===== config.mk =====
export PLATFORM = sky130hd
export DESIGN_NAME = hwacc_cm_eqc_req_issuer_flat
export DESIGN_NICKNAME = d
export VERILOG_FILES = /design/src/rtl/hwacc_cm_eqc_req_issuer_if.sv /design/src/rtl/hwacc_cm_eqc_req_issuer.sv /design/src/flat_wrapper.sv
export SDC_FILE = /design/constraint.sdc
export NUM_CORES = 1
export LEC_CHECK = 0
export ABC_CLOCK_PERIOD_IN_PS = 9900
export BUFFER_PORTS_ARGS = -buffer_cell sky130_fd_sc_hd__buf_2
export CELL_PAD_IN_SITES_DETAIL_PLACEMENT = 0
export CELL_PAD_IN_SITES_GLOBAL_PLACEMENT = 2
export CORE_AREA = 4 4 236 238
export CTS_CLUSTER_DIAMETER = 200
export CTS_CLUSTER_SIZE = 20
export DETAILED_ROUTE_END_ITERATION = 8
export DIE_AREA = 0 0 240 242
export PLACE_DENSITY_LB_ADDON = 0.1
export SYNTH_ARGS = -nofsm -noshare
export SYNTH_HDL_FRONTEND = slang
export SYNTH_SLANG_ARGS = --single-unit

===== constraint.sdc =====
create_clock -name clk -period 9.9 [get_ports clk]
set_clock_uncertainty 0.05 [all_clocks]
set_input_delay 0.495 -clock clk [delete_from_list [all_inputs] [get_ports clk]]
set_output_delay 0.495 -clock clk [all_outputs]
set_load 0.05 [all_outputs]

===== src/rtl/hwacc_cm_eqc_req_issuer_if.sv =====
// hwacc_cm_eqc_req_issuer_if: CQC response, staged-buffer write and EQC get-request bundle.
interface hwacc_cm_eqc_req_issuer_if #(
    parameter int TAG_LOG        = 5,
    parameter int CQC_WIDTH      = 256,
    parameter int ICM_ADDR_WIDTH = 64
);
    logic                              cqc_rsp_valid;
    logic [TAG_LOG-1:0]                cqc_rsp_tag;
    logic [CQC_WIDTH-1:0]              cqc_rsp_data;
    logic                              cqc_rsp_ready;
    logic                              cqc_buffer_wen;
    logic [TAG_LOG-1:0]                cqc_buffer_addr;
    logic [CQC_WIDTH-1:0]              cqc_buffer_din;
    logic                              eqc_get_req_valid;
    logic [TAG_LOG+ICM_ADDR_WIDTH-1:0] eqc_get_req_head;
    logic                              eqc_get_req_ready;
    modport master (
        input  cqc_rsp_valid, cqc_rsp_tag, cqc_rsp_data, eqc_get_req_ready,
        output cqc_rsp_ready, cqc_buffer_wen, cqc_buffer_addr, cqc_buffer_din,
               eqc_get_req_valid, eqc_get_req_head
    );
    modport slave (
        output cqc_rsp_valid, cqc_rsp_tag, cqc_rsp_data, eqc_get_req_ready,
        input  cqc_rsp_ready, cqc_buffer_wen, cqc_buffer_addr, cqc_buffer_din,
               eqc_get_req_valid, eqc_get_req_head
    );
endinterface


===== src/rtl/hwacc_cm_eqc_req_issuer.sv =====
// hwacc_cm_eqc_req_issuer: stages a tagged CQC entry, then issues the EQC get request for its EQN.
module hwacc_cm_eqc_req_issuer #(
    parameter int                        TAG_LOG         = 5,
    parameter int                        MAX_OUTSTANDING = 32,
    parameter int                        CQC_WIDTH       = 256,
    parameter int                        EQN_LSB         = 96,
    parameter int                        EQN_WIDTH       = 8,
    parameter int                        EQC_SLOT_LOG    = 6,
    parameter int                        ICM_ADDR_WIDTH  = 64,
    parameter logic [ICM_ADDR_WIDTH-1:0] EQC_BASE        = '0
) (
    input  logic                     clk,
    input  logic                     rst,
    hwacc_cm_eqc_req_issuer_if.master bus,
    input  logic                     tag_release,
    output logic [TAG_LOG:0]         outstanding_cnt,
    output logic                     release_underflow
);
    typedef enum logic [1:0] {IDLE, WRITE, REQ} state_t;
    localparam logic [TAG_LOG:0] MAX_CNT = (TAG_LOG+1)'(MAX_OUTSTANDING);
    state_t                    state, state_nx;
    logic [TAG_LOG-1:0]        tag_r;
    logic [CQC_WIDTH-1:0]      data_r;
    logic [ICM_ADDR_WIDTH-1:0] eqc_addr, eqn_ext;
    logic                      acc, issue;
    assign eqn_ext = ICM_ADDR_WIDTH'(data_r[EQN_LSB +: EQN_WIDTH]);
    assign acc     = bus.cqc_rsp_valid && bus.cqc_rsp_ready;
    assign issue   = bus.eqc_get_req_valid && bus.eqc_get_req_ready;
    always_ff @(posedge clk or posedge rst)
        if (rst) state <= IDLE;
        else     state <= state_nx;
    always_comb begin
        state_nx              = state;
        bus.cqc_rsp_ready     = (state == IDLE) && (outstanding_cnt < MAX_CNT);
        bus.cqc_buffer_wen    = state == WRITE;
        bus.cqc_buffer_addr   = bus.cqc_buffer_wen ? tag_r : '0;
        bus.cqc_buffer_din    = bus.cqc_buffer_wen ? data_r : '0;
        bus.eqc_get_req_valid = state == REQ;
        bus.eqc_get_req_head  = bus.eqc_get_req_valid ? {tag_r, eqc_addr} : '0;
        case (state)
            IDLE:    state_nx = acc ? WRITE : IDLE;
            WRITE:   state_nx = REQ;
            REQ:     state_nx = issue ? IDLE : REQ;
            default: state_nx = IDLE;
        endcase
    end
    // The address is registered in WRITE so the request head is steady for the whole REQ phase.
    always_ff @(posedge clk or posedge rst)
        if (rst) begin
            tag_r    <= '0;
            data_r   <= '0;
            eqc_addr <= '0;
        end else begin
            if (acc) begin
                tag_r  <= bus.cqc_rsp_tag;
                data_r <= bus.cqc_rsp_data;
            end
            if (state == WRITE) eqc_addr <= EQC_BASE + (eqn_ext << EQC_SLOT_LOG);
        end
    always_ff @(posedge clk or posedge rst)
        if (rst) begin
            outstanding_cnt   <= '0;
            release_underflow <= 1'b0;
        end else if (issue && !tag_release) begin
            outstanding_cnt <= outstanding_cnt + 1'b1;
        end else if (!issue && tag_release) begin
            if (outstanding_cnt == '0) release_underflow <= 1'b1;
            else                       outstanding_cnt   <= outstanding_cnt - 1'b1;
        end
endmodule


===== src/flat_wrapper.sv =====
// flat-port wrapper written by rule: the top's interface ports become plain ports
module hwacc_cm_eqc_req_issuer_flat 
#(
    parameter int                        TAG_LOG         = 5,
    parameter int                        MAX_OUTSTANDING = 32,
    parameter int                        CQC_WIDTH       = 256,
    parameter int                        EQN_LSB         = 96,
    parameter int                        EQN_WIDTH       = 8,
    parameter int                        EQC_SLOT_LOG    = 6,
    parameter int                        ICM_ADDR_WIDTH  = 64,
    parameter logic [ICM_ADDR_WIDTH-1:0] EQC_BASE        = '0
)
  (clk, rst, tag_release, outstanding_cnt, release_underflow, bus_cqc_rsp_valid, bus_cqc_rsp_tag, bus_cqc_rsp_data, bus_eqc_get_req_ready, bus_cqc_rsp_ready, bus_cqc_buffer_wen, bus_cqc_buffer_addr, bus_cqc_buffer_din, bus_eqc_get_req_valid, bus_eqc_get_req_head);
  hwacc_cm_eqc_req_issuer_if #(.TAG_LOG(TAG_LOG), .CQC_WIDTH(CQC_WIDTH), .ICM_ADDR_WIDTH(ICM_ADDR_WIDTH)) bus_i ();
  input  logic clk;
  input  logic rst;
  input  logic tag_release;
  output logic [TAG_LOG:0] outstanding_cnt;
  output logic release_underflow;
  input wire logic [$bits(bus_i.cqc_rsp_valid)-1:0] bus_cqc_rsp_valid;
  input wire logic [$bits(bus_i.cqc_rsp_tag)-1:0] bus_cqc_rsp_tag;
  input wire logic [$bits(bus_i.cqc_rsp_data)-1:0] bus_cqc_rsp_data;
  input wire logic [$bits(bus_i.eqc_get_req_ready)-1:0] bus_eqc_get_req_ready;
  output wire logic [$bits(bus_i.cqc_rsp_ready)-1:0] bus_cqc_rsp_ready;
  output wire logic [$bits(bus_i.cqc_buffer_wen)-1:0] bus_cqc_buffer_wen;
  output wire logic [$bits(bus_i.cqc_buffer_addr)-1:0] bus_cqc_buffer_addr;
  output wire logic [$bits(bus_i.cqc_buffer_din)-1:0] bus_cqc_buffer_din;
  output wire logic [$bits(bus_i.eqc_get_req_valid)-1:0] bus_eqc_get_req_valid;
  output wire logic [$bits(bus_i.eqc_get_req_head)-1:0] bus_eqc_get_req_head;
  assign bus_i.cqc_rsp_valid = bus_cqc_rsp_valid;
  assign bus_i.cqc_rsp_tag = bus_cqc_rsp_tag;
  assign bus_i.cqc_rsp_data = bus_cqc_rsp_data;
  assign bus_i.eqc_get_req_ready = bus_eqc_get_req_ready;
  assign bus_cqc_rsp_ready = bus_i.cqc_rsp_ready;
  assign bus_cqc_buffer_wen = bus_i.cqc_buffer_wen;
  assign bus_cqc_buffer_addr = bus_i.cqc_buffer_addr;
  assign bus_cqc_buffer_din = bus_i.cqc_buffer_din;
  assign bus_eqc_get_req_valid = bus_i.eqc_get_req_valid;
  assign bus_eqc_get_req_head = bus_i.eqc_get_req_head;
  hwacc_cm_eqc_req_issuer #(.TAG_LOG(TAG_LOG), .MAX_OUTSTANDING(MAX_OUTSTANDING), .CQC_WIDTH(CQC_WIDTH), .EQN_LSB(EQN_LSB), .EQN_WIDTH(EQN_WIDTH), .EQC_SLOT_LOG(EQC_SLOT_LOG), .ICM_ADDR_WIDTH(ICM_ADDR_WIDTH), .EQC_BASE(EQC_BASE)) u_core (.clk(clk), .rst(rst), .bus(bus_i), .tag_release(tag_release), .outstanding_cnt(outstanding_cnt), .release_underflow(release_underflow));
endmodule

==> results of run 1 <==
## cell type report
cell class | count | area [µm²]
multi-input combinational | 646 | 5670
tap | 696 | 871
antenna | 12 | 30.0
sequential | 278 | 6960
inverter | 7 | 38.8
fill | 5582 | 36800
clock buffer | 18 | 439
timing repair buffer | 556 | 2810
## power by group through the flow
stage,clock network [mW],registers (mW),logic (mW)
after floorplan,0,1.97,2.55
after global placement,0,2.07,3.09
after detailed placement,0,2.06,3.11
after CTS,0.773,2.05,3.11
after global routing,0.807,2.11,3.26
final,0.721,2.04,3.06
## flip-flops by register name, indices dropped and copies added, names as in the netlist
register and flops:
u_core.release_underflow 1, u_core.tag_r 5, u_core.data_r 256, u_core.state 2, u_core.outstanding_cnt 6, u_core.eqc_addr 8
## stage by stage
stage	cells	setup slack (ps)	power [mW]	area, µm²
2_1_floorplan	1047	1690	4.52	13600
5_1_grt	2206	5480	6.18	16800
3_3_place_gp	2183	6200	5.16	16300
3_5_place_dp	2183	6160	5.17	16300
4_1_cts	2201	5580	5.93	16800
6_report	2213	5890	5.82	16800
## synth_stat cells, drive strengths merged
master   instances  area [µm²]
xnor2            2        17.5
inv              7        26.3
or4b             1        10.0
o21ai            6        30.0
nand2            4        15.0
o221ai           1        8.76
o2111ai          1        8.76
and2           276        1730
nor3             2        15.0
mux2i            1        10.0
nand2b           2        12.5
or3              1        6.26
mux2           262        3330
ha               6        75.1
xor2             2        17.5
clkbuf          27         101
fa               1        20.0
conb             1        3.75
or2              1        6.26
buf             89         848
a21oi            3        15.0
nand3            2        10.0
o211ai           1        7.51
nor2             1        6.26
a21o            11        82.6
nor2b            1        6.26
dfrtp          278        6960
or4              2        18.8
## metal layers
layer  GRT usage, %  routed length, µm
met3           5.51               3890
met1           17.4              17900
met2           25.1              21700
met5              0                 84
met4           3.09                954
## cell families (layout without fill, tap and decap cells)
kind of cell               Yosys count  after routing
AOI/OAI and AO/OA                   23             23
adders and majority gates            7              7
other                                1             68
xor gates and xnor gates             4              4
muxes                              263            263
and+or+nand+nor                    293            293
DFF                                278            278
buffers and inverters              123            581
## worst reg2reg max path, cell delays in order (launching register included)
cell and delay, ps:
dfrtp_1 470, nor3_2 310, and2_4 490, buf_4 790, buf_4 760, mux2_2 440
## worst paths after layout
check	slack (ps)	depth (start not counted)	end	startpoint
setup / recovery	5890	5	bus_cqc_buffer_din[180]	u_core.state[1]
hold / removal	30	2	u_core.data_r[47]	rst
min in group clk	150	2	u_core.data_r[30]	bus_cqc_rsp_data[30]
hold reg to reg	410	1	u_core.release_underflow	u_core.release_underflow
setup reg to reg	6470	5	u_core.data_r[4]	u_core.outstanding_cnt[5]
max in group asynchronous	7360	4	u_core.tag_r[2]	rst
==> impl_metrics.sql, run 1 <==
INSERT INTO impl_metrics (metric_group, metric, value, unit) VALUES
('run_status', 'result_of_the_run', 'completed', ''),
('cts', 'cts_tree', 'done', ''),
('sta', 'finalMaxSlewViolations', '0', ''),
('cts', 'cts-root-to-sink-buffers', '3', ''),
('power_and_ir_drop', 'comb_power_share', '52.6', '%'),
('synth', 'synth_top_family_by_area', 'multiplexers', ''),
('finish', 'layout_cells_sized_above_1', '55.3', '%'),
('route', 'vias_per_cell', '4.07', ''),
('cts', 'cts_inserted_buffers', '17', ''),
('critical_path', 'worstPathRequired', '9360', 'ps'),
('route', 'drt_first_iter_violations', '413', ''),
('sta', 'final_period_minus_worst_setup_slack', '4010', 'ps'),
('synth', 'ys_ff_latch', '278', ''),
('floorplan', 'starting_utilization_of_the_core_area', '25.0', '%'),
('worst_hold_path', 'timing.hold.worst.class', 'in2async', ''),
('synth', 'syn_area_per_cell', '13.5', 'µm²'),
('floorplan', 'die-area', '58100', 'µm²'),
('power_and_ir_drop', 'seqPwrFrac', '35.0', '%'),
('sta', 'setup_violations', '0', ''),
('place', 'finalWeightedCongestion', '0.749', ''),
('cts', 'cts.repair_timing.setup_buffer_count', '0', ''),
('sta', 'fin_crit_sh', '40.5', '%'),
('critical_path', 'crit_path_top_delay_cell', 'buf_4', ''),
('critical_path', 'endpoint_kind', 'primary output', ''),
('synth', 'synthDistinctLibCells', '38', ''),
('synth', 'share_of_synthesized_cell_area_in_full_adder_half_adder_and_majority_cells', '0.710', '%'),
('place', 'hpwl_after_dpl', '32800', 'µm'),
('cts', 'ctsRootBufferMaster', 'clkbuf_16', ''),
('synth', 'synth-compound-area-share', '1.14', '%'),
('route', 'vias', '8996', ''),
('finish', 'layout.cells.most_common_list', '549 x buf_2, 278 x dfrtp_1, 275 x and2_1, 152 x mux2_2, 100 x mux2_4', ''),
('run', 'max_cap_violations', '0', ''),
('power_and_ir_drop', 'sw_frac_of_total', '45.0', '%'),
('cts', 'clkSlewWorstSetupHoldPaths', '90', 'ps'),
('floorplan', 'placeableCoreArea', '53600', 'µm²'),
('cts', 'latest_clock_arrival_within_the_worst_skew_pair', '520', 'ps'),
('synth', 'synth_cells', '992', ''),
('cts', 'cts.hold.buffers_added', '0', ''),
('route', 'detail_route.drc_violations', '0', ''),
('critical_path', 'timing.critical_path.slowest_cell_delay', '790', 'ps'),
('synth', 'post_synth_mux_area_share', '24.9', '%'),
('sta', 'worstMarginPinSlew', '1100', 'ps'),
('route', 'drt-total-wl', '44600', 'µm'),
('power_and_ir_drop', 'cellInternalPower', '3.20', 'mW'),
('synth', 'synth_xor_area_share', '0.262', '%'),
('route', 'detail-route-antenna-nets', '0', ''),
('sta', 'achievable-frequency', '250', 'MHz'),
('sta', 'hold_viol', '0', ''),
('global_route', 'gr-usage-all-layers', '14.6', '%'),
('sta', 'hold_ws', '26.7', 'ps'),
('global_route', 'vias_in_the_first_global_route', '9709', ''),
('cts', 'cts.sink_count', '278', ''),
('floorplan', 'fp.dieW', '240', 'µm'),
('power_and_ir_drop', 'p_switching', '2.62', 'mW'),
('critical_path', 'crit_chain', 'nand2b_1 -> inv_6 -> buf_4 -> and2_1 -> buf_2', ''),
('global_route', 'maximum_number_of_pins_on_one_net_before_global_route_repair', '163', ''),
('place', 'io_buffers', '549', ''),
('route', 'first_pass_iters', '4', ''),
('critical_path', 'cp_top_family', 'buffers and inverters', ''),
('critical_path', 'timing.setup.critical_path_class', 'reg2out', ''),
('floorplan', 'floorplan.die.height', '242', 'µm'),
('critical_path', 'timing.critical_path.fanout_max', '162', ''),
('critical_path', 'cp_data_arrival_time', '3460', 'ps'),
('sta', 'rsz_0062_raised_after_global_routing', 'false', ''),
('synth', 'synthesis.area', '13400', 'µm²'),
('synth', 'synth-simple-area-share', '13.7', '%'),
('route', 'routed_length_per_placed_instance', '20.2', 'µm'),
('finish', 'finish.net_count', '1779', ''),
('power_and_ir_drop', 'leakage', '8.64', 'nW'),
('power_and_ir_drop', 'clock_power_share', '12.4', '%'),
('power_and_ir_drop', 'vdd_drop_max', '0.201', 'mV');
Note: power is estimated with default switching activity, not from simulation.
==> run 2, diff against run 1 <==
--- a/config.mk
+++ b/config.mk
@@ -5,15 +5,15 @@
 export SDC_FILE = /design/constraint.sdc
 export NUM_CORES = 1
 export LEC_CHECK = 0
-export ABC_CLOCK_PERIOD_IN_PS = 9900
+export ABC_CLOCK_PERIOD_IN_PS = 3300
 export BUFFER_PORTS_ARGS = -buffer_cell sky130_fd_sc_hd__buf_2
 export CELL_PAD_IN_SITES_DETAIL_PLACEMENT = 0
 export CELL_PAD_IN_SITES_GLOBAL_PLACEMENT = 2
-export CORE_AREA = 4 4 236 238
+export CORE_AREA = 4 4 235 237
 export CTS_CLUSTER_DIAMETER = 200
 export CTS_CLUSTER_SIZE = 20
 export DETAILED_ROUTE_END_ITERATION = 8
-export DIE_AREA = 0 0 240 242
+export DIE_AREA = 0 0 239 241
 export PLACE_DENSITY_LB_ADDON = 0.1
 export SYNTH_ARGS = -nofsm -noshare
 export SYNTH_HDL_FRONTEND = slang
==> constraint.sdc (replaced) <==
create_clock -name clk -period 3.3 [get_ports clk]
set_clock_uncertainty 0.05 [all_clocks]
set_input_delay 0.165 -clock clk [delete_from_list [all_inputs] [get_ports clk]]
set_output_delay 0.165 -clock clk [all_outputs]
set_load 0.05 [all_outputs]
==> run 2 against run 1 <==
- first-iteration DRC count fell by 30%
- die area fell by 0.83%
- total power rose to 3.1 times the previous value
- hold slack improved by 75 ps
- critical path type unchanged
- largest power group unchanged
- highest routed layer is now met4
- register-to-register slack got worse by 5700 ps
- non-clock buffer count rose by 277
- clock power rose to 3.0 times the previous value
- setup slack got worse by 5500 ps
==> impl_metrics.sql, run 2 (synthesis gave the netlist of run 1 again) <==
INSERT INTO impl_metrics (metric_group, metric, value, unit) VALUES
('floorplan', 'floorplan.die.height', '241', 'µm'),
('power_and_ir_drop', 'vdd_drop_max', '0.461', 'mV'),
('route', 'detail-route-antenna-nets', '0', ''),
('global_route', 'vias_in_the_first_global_route', '10900', ''),
('route', 'first_pass_iters', '4', ''),
('floorplan', 'core.rowCount', '85', ''),
('critical_path', 'timing.setup.critical_path_class', 'reg2out', ''),
('place', 'preCtsSetupSlack', '787', 'ps'),
('power_and_ir_drop', 'power.total', '17.8', 'mW'),
('critical_path', 'crit_chain', 'nand2b_1 -> inv_6 -> buf_12 -> and2_1 -> buf_2', ''),
('sta', 'achievable-frequency', '346', 'MHz'),
('sta', 'hold_viol', '0', ''),
('sta', 'setup_ws', '412', 'ps'),
('sta', 'setup_violations', '0', ''),
('floorplan', 'fp.dieW', '239', 'µm'),
('finish', 'finish.net_count', '2056', ''),
('critical_path', 'r2r-start', 'u_core.state[0]', ''),
('critical_path', 'cp_top_family', 'buffers and inverters', ''),
('place', 'dp.cells', '2196', ''),
('cts', 'cts.repair_timing.setup_buffer_count', '0', ''),
('sta', 'finalMaxSlewViolations', '0', ''),
('cts', 'cts.sink_count', '278', ''),
('route', 'drt-total-wl', '45300', 'µm'),
('global_route', 'gr-usage-met3', '3.90', '%'),
('cts', 'cts.hold.buffers_added', '264', ''),
('global_route', 'wire_length_of_the_first_global_routing_pass', '67300', 'µm'),
('cts', 'cts-root-to-sink-buffers', '3', ''),
('sta', 'rsz_0062_raised_after_global_routing', 'false', ''),
('worst_hold_path', 'timing.hold.worst.class', 'in2reg', ''),
('route', 'detail_route.drc_violations', '0', ''),
('floorplan', 'starting_utilization_of_the_core_area', '25.1', '%'),
('global_route', 'grt_use_met2', '26.0', '%'),
('route', 'vias_per_cell', '4.01', ''),
('route', 'routed_length_per_placed_instance', '18.3', 'µm'),
('critical_path', 'timing.critical_path.slowest_cell_delay', '490', 'ps'),
('sta', 'hold_ws', '102', 'ps'),
('cts', 'cts_inserted_buffers', '17', ''),
('critical_path', 'crit-reg2reg-capture', 'u_core.outstanding_cnt[5]', ''),
('place', 'finalWeightedCongestion', '0.728', ''),
('cts', 'ctsRootBufferMaster', 'clkbuf_16', ''),
('finish', 'top_register', 'u_core.data_r', ''),
('finish', 'stdcell_count', '2482', ''),
('run', 'max_cap_violations', '0', ''),
('critical_path', 'cp_data_arrival_time', '2670', 'ps'),
('critical_path', 'cp_num_cells', '5', ''),
('sta', 'fin_crit_sh', '87.5', '%'),
('critical_path', 'crit_path_top_delay_cell', 'inv_6', ''),
('sta', 'final_period_minus_worst_setup_slack', '2890', 'ps'),
('global_route', 'grt-busiest-layer', 'met2', ''),
('global_route', 'grt-ovfl-total', '0', ''),
('critical_path', 'timing.critical_path.fanout_max', '55', ''),
('power_and_ir_drop', 'leakage', '9.84', 'nW'),
('finish', 'most_frequent_standard_cell_in_the_layout_excluding_fill_and_tap_cells', 'buf_2', ''),
('place', 'io_buffers', '549', ''),
('power_and_ir_drop', 'powerDensity', '909', 'nW/µm²'),
('critical_path', 'endpoint', 'bus_cqc_buffer_din[6]', ''),
('cts', 'ctsResizeCount', '0', ''),
('place', 'hpwl_after_dpl', '33100', 'µm'),
('cts', 'clkSlewWorstSetupHoldPaths', '80', 'ps'),
('critical_path', 'reg_to_reg_setup_timing_slack', '790', 'ps'),
('finish', 'layout.core_utilization', '36.9', '%'),
('route', 'vias', '9946', ''),
('global_route', 'grtUsageMet1', '18.7', '%'),
('critical_path', 'reg2regPathDepth', '9', ''),
('sta', 'max-slew-margin-rel', '32.4', '%'),
('finish', 'largest_reg_flops', '256', ''),
('run_status', 'result_of_the_run', 'completed', ''),
('cts', 'htreeDepth', '1', ''),
('floorplan', 'placeableCoreArea', '53300', 'µm²'),
('critical_path', 'worstPathRequired', '3080', 'ps'),
('finish', 'registers_with_the_most_flip_flops', 'u_core.data_r x256, u_core.eqc_addr x8, u_core.outstanding_cnt x6', ''),
('global_route', 'gr-usage-all-layers', '14.9', '%'),
('critical_path', 'crit_buf_inv', '3', ''),
('floorplan', 'die-area', '57600', 'µm²'),
('global_route', 'grt_antenna_before_repair', '4', ''),
('critical_path', 'cp-startpoint', 'u_core.state[1]', ''),
('critical_path', 'endpoint_kind', 'primary output', ''),
('sta', 'worstMarginPinSlew', '1010', 'ps'),
('finish', 'layout_cells_sized_above_1', '47.4', '%'),
('finish', 'layout.cells.most_common_list', '549 x buf_2, 278 x dfrtp_1, 275 x and2_1, 264 x dlygate4sd3_1, 152 x mux2_2', ''),
('finish', 'areaGrowthSynthToFinish', '46.7', '%'),
('route', 'drt_first_iter_violations', '289', ''),
('worst_hold_path', 'hold_path.startpoint', 'bus_cqc_rsp_valid', ''),
('cts', 'latest_clock_arrival_within_the_worst_skew_pair', '510', 'ps'),
('critical_path', 'worst_setup_path_start_kind', 'flop', ''),
('cts', 'cts_tree', 'done', ''),
('global_route', 'maximum_number_of_pins_on_one_net_before_global_route_repair', '138', ''),
('floorplan', 'pin_count', '606', '');
==> run 2: worst min-delay path by stage <==
stage                     cells past startpoint                 to
after floorplan                               1    u_core.state[1]
after global placement                        2  u_core.data_r[94]
after detailed placement                      2  u_core.data_r[94]
after CTS                                     2    u_core.state[0]
after global routing                          2    u_core.state[0]
final                                         2    u_core.state[0]
==> run 2: per-layer routing <==
metal | share of wire, % | up-vias | routed length [µm]
li1 | - | 4745 | -
met5 | 0 | - | 0
met4 | 1.9 | 0 | 852
met3 | 7.1 | 41 | 3200
met2 | 49 | 309 | 22400
met1 | 42 | 4851 | 18900
==> run 2: power breakdown <==
group / internal (mW) / switching, mW
combinational: 3.81 / 5.84
sequential: 5.16 / 0.885
clock: 0.951 / 1.21
total: 9.91 / 7.93
==> run 2: worst reg2reg max path, cell delays in order, from the launching register on <==
cell,delay [ps]
dfrtp_1,410
nor2b_1,150
and2_1,160
ha_1,230
inv_1,160
ha_1,380
nand3_1,120
o2111ai_1,220
or4b_1,460
o221ai_1,90
==> run 2: stage by stage <==
step | cell area, µm² | setup TNS (ps)
after floorplan | 13600 | -165230
after global placement | 16500 | 0
after detailed placement | 16500 | 0
after CTS | 19600 | 0
after global routing | 19600 | 0
final | 19600 | 0
==> run 2: final cells by class <==
cell class                      instances  area, µm²
Inverter                                7       35.0
Multi-Input combinational cell        646       5660
Sequential cell                       278       6960
Tap cell                              696        871
Antenna cell                            4       10.0
Clock buffer                           18        439
Timing Repair Buffer                  833       5670
Fill cell                            5398      33600
==> run 3, diff against run 2 <==
--- a/config.mk
+++ b/config.mk
@@ -15,6 +15,7 @@
 export DETAILED_ROUTE_END_ITERATION = 8
 export DIE_AREA = 0 0 239 241
 export PLACE_DENSITY_LB_ADDON = 0.1
+export RECOVER_POWER = 50
 export SYNTH_ARGS = -nofsm -noshare
 export SYNTH_HDL_FRONTEND = slang
 export SYNTH_SLANG_ARGS = --single-unit
==> run 3 against run 2 <==
- the flow now finishes with violations (max-capacitance violations, max-slew violations)
- count of clock-buffer cells in the layout is the same
- total power shrank 2.7%
- global-route usage is the same
- wire length grew 0.19%
- die area is the same
- flip-flop and latch count is the same
- register-to-register slack lost 400 ps
- utilization shrank 0.63 points
- design area shrank 1.7%
- via count grew 0.44%
- sequential power is essentially flat
- critical path type is now reg2reg
- largest cell class unchanged
- highest routed layer unchanged
==> impl_metrics.sql, run 3 (synthesis gave the netlist of run 1 again) <==
INSERT INTO impl_metrics (metric_group, metric, value, unit) VALUES
('floorplan', 'fp.dieW', '239', 'µm'),
('critical_path', 'r2r-start', 'u_core.outstanding_cnt[5]', ''),
('finish', 'registers_with_the_most_flip_flops', 'u_core.data_r x256, u_core.eqc_addr x8, u_core.outstanding_cnt x6', ''),
('worst_hold_path', 'hold_path_end', 'u_core.state[0]', ''),
('sta', 'finalMaxSlewViolations', '246', ''),
('cts', 'cts_tree', 'done', ''),
('sta', 'final_period_minus_worst_setup_slack', '2910', 'ps'),
('finish', 'most_frequent_standard_cell_in_the_layout_excluding_fill_and_tap_cells', 'buf_2', ''),
('power_and_ir_drop', 'vdd_drop_max', '0.462', 'mV'),
('cts', 'ctsRootBufferMaster', 'clkbuf_16', ''),
('finish', 'largest_reg_flops', '256', ''),
('route', 'routed_length_per_placed_instance', '18.3', 'µm'),
('route', 'first_pass_iters', '4', ''),
('cts', 'latest_clock_arrival_within_the_worst_skew_pair', '510', 'ps'),
('global_route', 'vias_in_the_first_global_route', '10900', ''),
('power_and_ir_drop', 'p_switching', '7.87', 'mW'),
('finish', 'areaGrowthSynthToFinish', '44.2', '%'),
('floorplan', 'pin_count', '606', ''),
('floorplan', 'placeableCoreArea', '53300', 'µm²'),
('power_and_ir_drop', 'power.total', '17.4', 'mW'),
('route', 'detail_route.drc_violations', '0', ''),
('run', 'max_cap_violations', '2', ''),
('global_route', 'maximum_number_of_pins_on_one_net_before_global_route_repair', '138', ''),
('power_and_ir_drop', 'powerDensity', '900', 'nW/µm²'),
('sta', 'setup_violations', '0', ''),
('route', 'detail-route-antenna-nets', '0', ''),
('cts', 'htreeDepth', '1', ''),
('global_route', 'grt-ovfl-total', '0', ''),
('global_route', 'wire_length_of_the_first_global_routing_pass', '67300', 'µm'),
('finish', 'layout_cells_sized_above_1', '42.9', '%'),
('finish', 'layout.core_utilization', '36.2', '%'),
('critical_path', 'crit-reg2reg-capture', 'u_core.data_r[46]', ''),
('critical_path', 'reg_to_reg_setup_timing_slack', '390', 'ps'),
('floorplan', 'core.rowCount', '85', ''),
('finish', 'layout.cells.most_common_list', '528 x buf_2, 278 x dfrtp_1, 269 x and2_1, 264 x dlygate4sd3_1, 152 x mux2_2', ''),
('route', 'drt_first_iter_violations', '321', ''),
('sta', 'achievable-frequency', '343', 'MHz'),
('global_route', 'grt_antenna_before_repair', '4', ''),
('cts', 'clkSlewWorstSetupHoldPaths', '90', 'ps'),
('route', 'vias', '9990', ''),
('cts', 'cts.sink_count', '278', ''),
('critical_path', 'worst_setup_path_start_kind', 'flop', ''),
('power_and_ir_drop', 'seqPwrFrac', '34.6', '%'),
('worst_hold_path', 'hold_path.startpoint', 'bus_cqc_rsp_valid', ''),
('critical_path', 'timing.critical_path.fanout_max', '41', ''),
('power_and_ir_drop', 'cellInternalPower', '9.50', 'mW'),
('sta', 'worstMarginPinSlew', '2420', 'ps'),
('finish', 'finish.net_count', '2056', ''),
('critical_path', 'cp_top_family', 'buffers and inverters', ''),
('cts', 'cts-root-to-sink-buffers', '3', ''),
('critical_path', 'endpoint_kind', 'flop', ''),
('power_and_ir_drop', 'sw_frac_of_total', '45.3', '%'),
('cts', 'cts_inserted_buffers', '17', ''),
('power_and_ir_drop', 'comb_power_share', '52.9', '%'),
('sta', 'max-slew-margin-rel', '-61.1', '%'),
('floorplan', 'starting_utilization_of_the_core_area', '25.1', '%'),
('cts', 'ctsResizeCount', '0', ''),
('sta', 'setup_ws', '386', 'ps'),
('critical_path', 'crit_buf_inv', '1', ''),
('worst_hold_path', 'timing.hold.worst.class', 'in2reg', ''),
('critical_path', 'cp_data_arrival_time', '3270', 'ps'),
('run_status', 'violations', 'max-capacitance violations, max-slew violations', ''),
('sta', 'hold_viol', '0', ''),
('critical_path', 'crit_chain', 'nor3_1 -> and2_4 -> buf_2 -> mux2_2', ''),
('place', 'preCtsSetupSlack', '787', 'ps'),
('critical_path', 'worstPathRequired', '3650', 'ps'),
('place', 'finalWeightedCongestion', '0.728', ''),
('critical_path', 'reg2regPathDepth', '4', ''),
('floorplan', 'die-area', '57600', 'µm²'),
('critical_path', 'timing.setup.critical_path_class', 'reg2reg', ''),
('power_and_ir_drop', 'leakage', '9.54', 'nW'),
('place', 'hpwl_after_dpl', '33100', 'µm'),
('sta', 'fin_crit_sh', '88.3', '%'),
('critical_path', 'timing.critical_path.slowest_cell_delay', '920', 'ps'),
('sta', 'rsz_0062_raised_after_global_routing', 'false', ''),
('place', 'io_buffers', '549', ''),
('run_status', 'result_of_the_run', 'complete, but fails checks', ''),
('route', 'vias_per_cell', '4.02', ''),
('floorplan', 'floorplan.die.height', '241', 'µm'),
('worst_hold_path', 'hold-path-cell-count', '2', ''),
('route', 'drt-total-wl', '45400', 'µm'),
('finish', 'top_register', 'u_core.data_r', ''),
('sta', 'hold_ws', '65.1', 'ps'),
('global_route', 'gr-usage-all-layers', '14.9', '%'),
('critical_path', 'crit_path_top_delay_cell', 'buf_2', ''),
('power_and_ir_drop', 'clock_power_share', '12.4', '%');
==> run 3: changes by cell type in the layout (fill, tap and decap cells not counted), sizes merged <==
cell	previous run	this run
clkbuf	18	48
buf	569	539
==> run 3: power by group through the flow <==
stage / registers [mW] / logic, mW / clock network [mW]
floorplan: 5.91 / 7.65 / 0
global placement: 6.07 / 9.52 / 0
detailed placement: 6.08 / 9.56 / 0
CTS: 6.06 / 9.82 / 2.32
global route: 6.27 / 9.82 / 2.41
finish: 6.01 / 9.20 / 2.16
==> run 3: routing by layer <==
metal | GRT usage (%) | part of all wire, % | vias to the layer above | wire (µm)
met5 | 0 | 0 | - | 0
met4 | 3.25 | 1.9 | 0 | 852
met3 | 3.90 | 7.0 | 41 | 3190
met2 | 26.0 | 50 | 309 | 22600
met1 | 18.7 | 41 | 4894 | 18800
li1 | - | - | 4746 | -
==> run 3: worst max path at each step <==
stage / startpoint / endpoint / slack, ps / depth (start not counted)
6_report: u_core.outstanding_cnt[5] / u_core.data_r[46] / 390 / 4
5_1_grt: u_core.state[1] / bus_cqc_buffer_din[100] / 190 / 5
4_1_cts: u_core.state[1] / bus_cqc_buffer_din[6] / 260 / 5
3_5_place_dp: u_core.state[0] / u_core.outstanding_cnt[5] / 790 / 9
3_3_place_gp: u_core.state[0] / u_core.outstanding_cnt[5] / 820 / 9
2_1_floorplan: rst / u_core.data_r[0] / -590 / 1
==> run 3: repair_timing <==
item	in CTS	in global routing
setup buffers	0	0
hold endpoints to repair	541	0
setup endpoints to repair	0	0
hold buffers	264	0
==> run 3: stage by stage <==
stage,instances,area [µm²],setup TNS (ps)
2_1_floorplan,1047,13600,-165230
3_3_place_gp,2196,16500,0
3_5_place_dp,2196,16500,0
4_1_cts,2478,19600,0
5_1_grt,2481,19300,0
6_report,2482,19300,0
==> run 3: final cells by class <==
| type | instances | area (µm²) |
|---|---|---|
| antenna | 4 | 10.0 |
| clock buffer | 18 | 439 |
| fill | 5482 | 34000 |
| inverter | 7 | 32.5 |
| multi-input combinational | 646 | 5450 |
| sequential | 278 | 6960 |
| tap | 696 | 871 |
| timing repair buffer | 833 | 5540 |
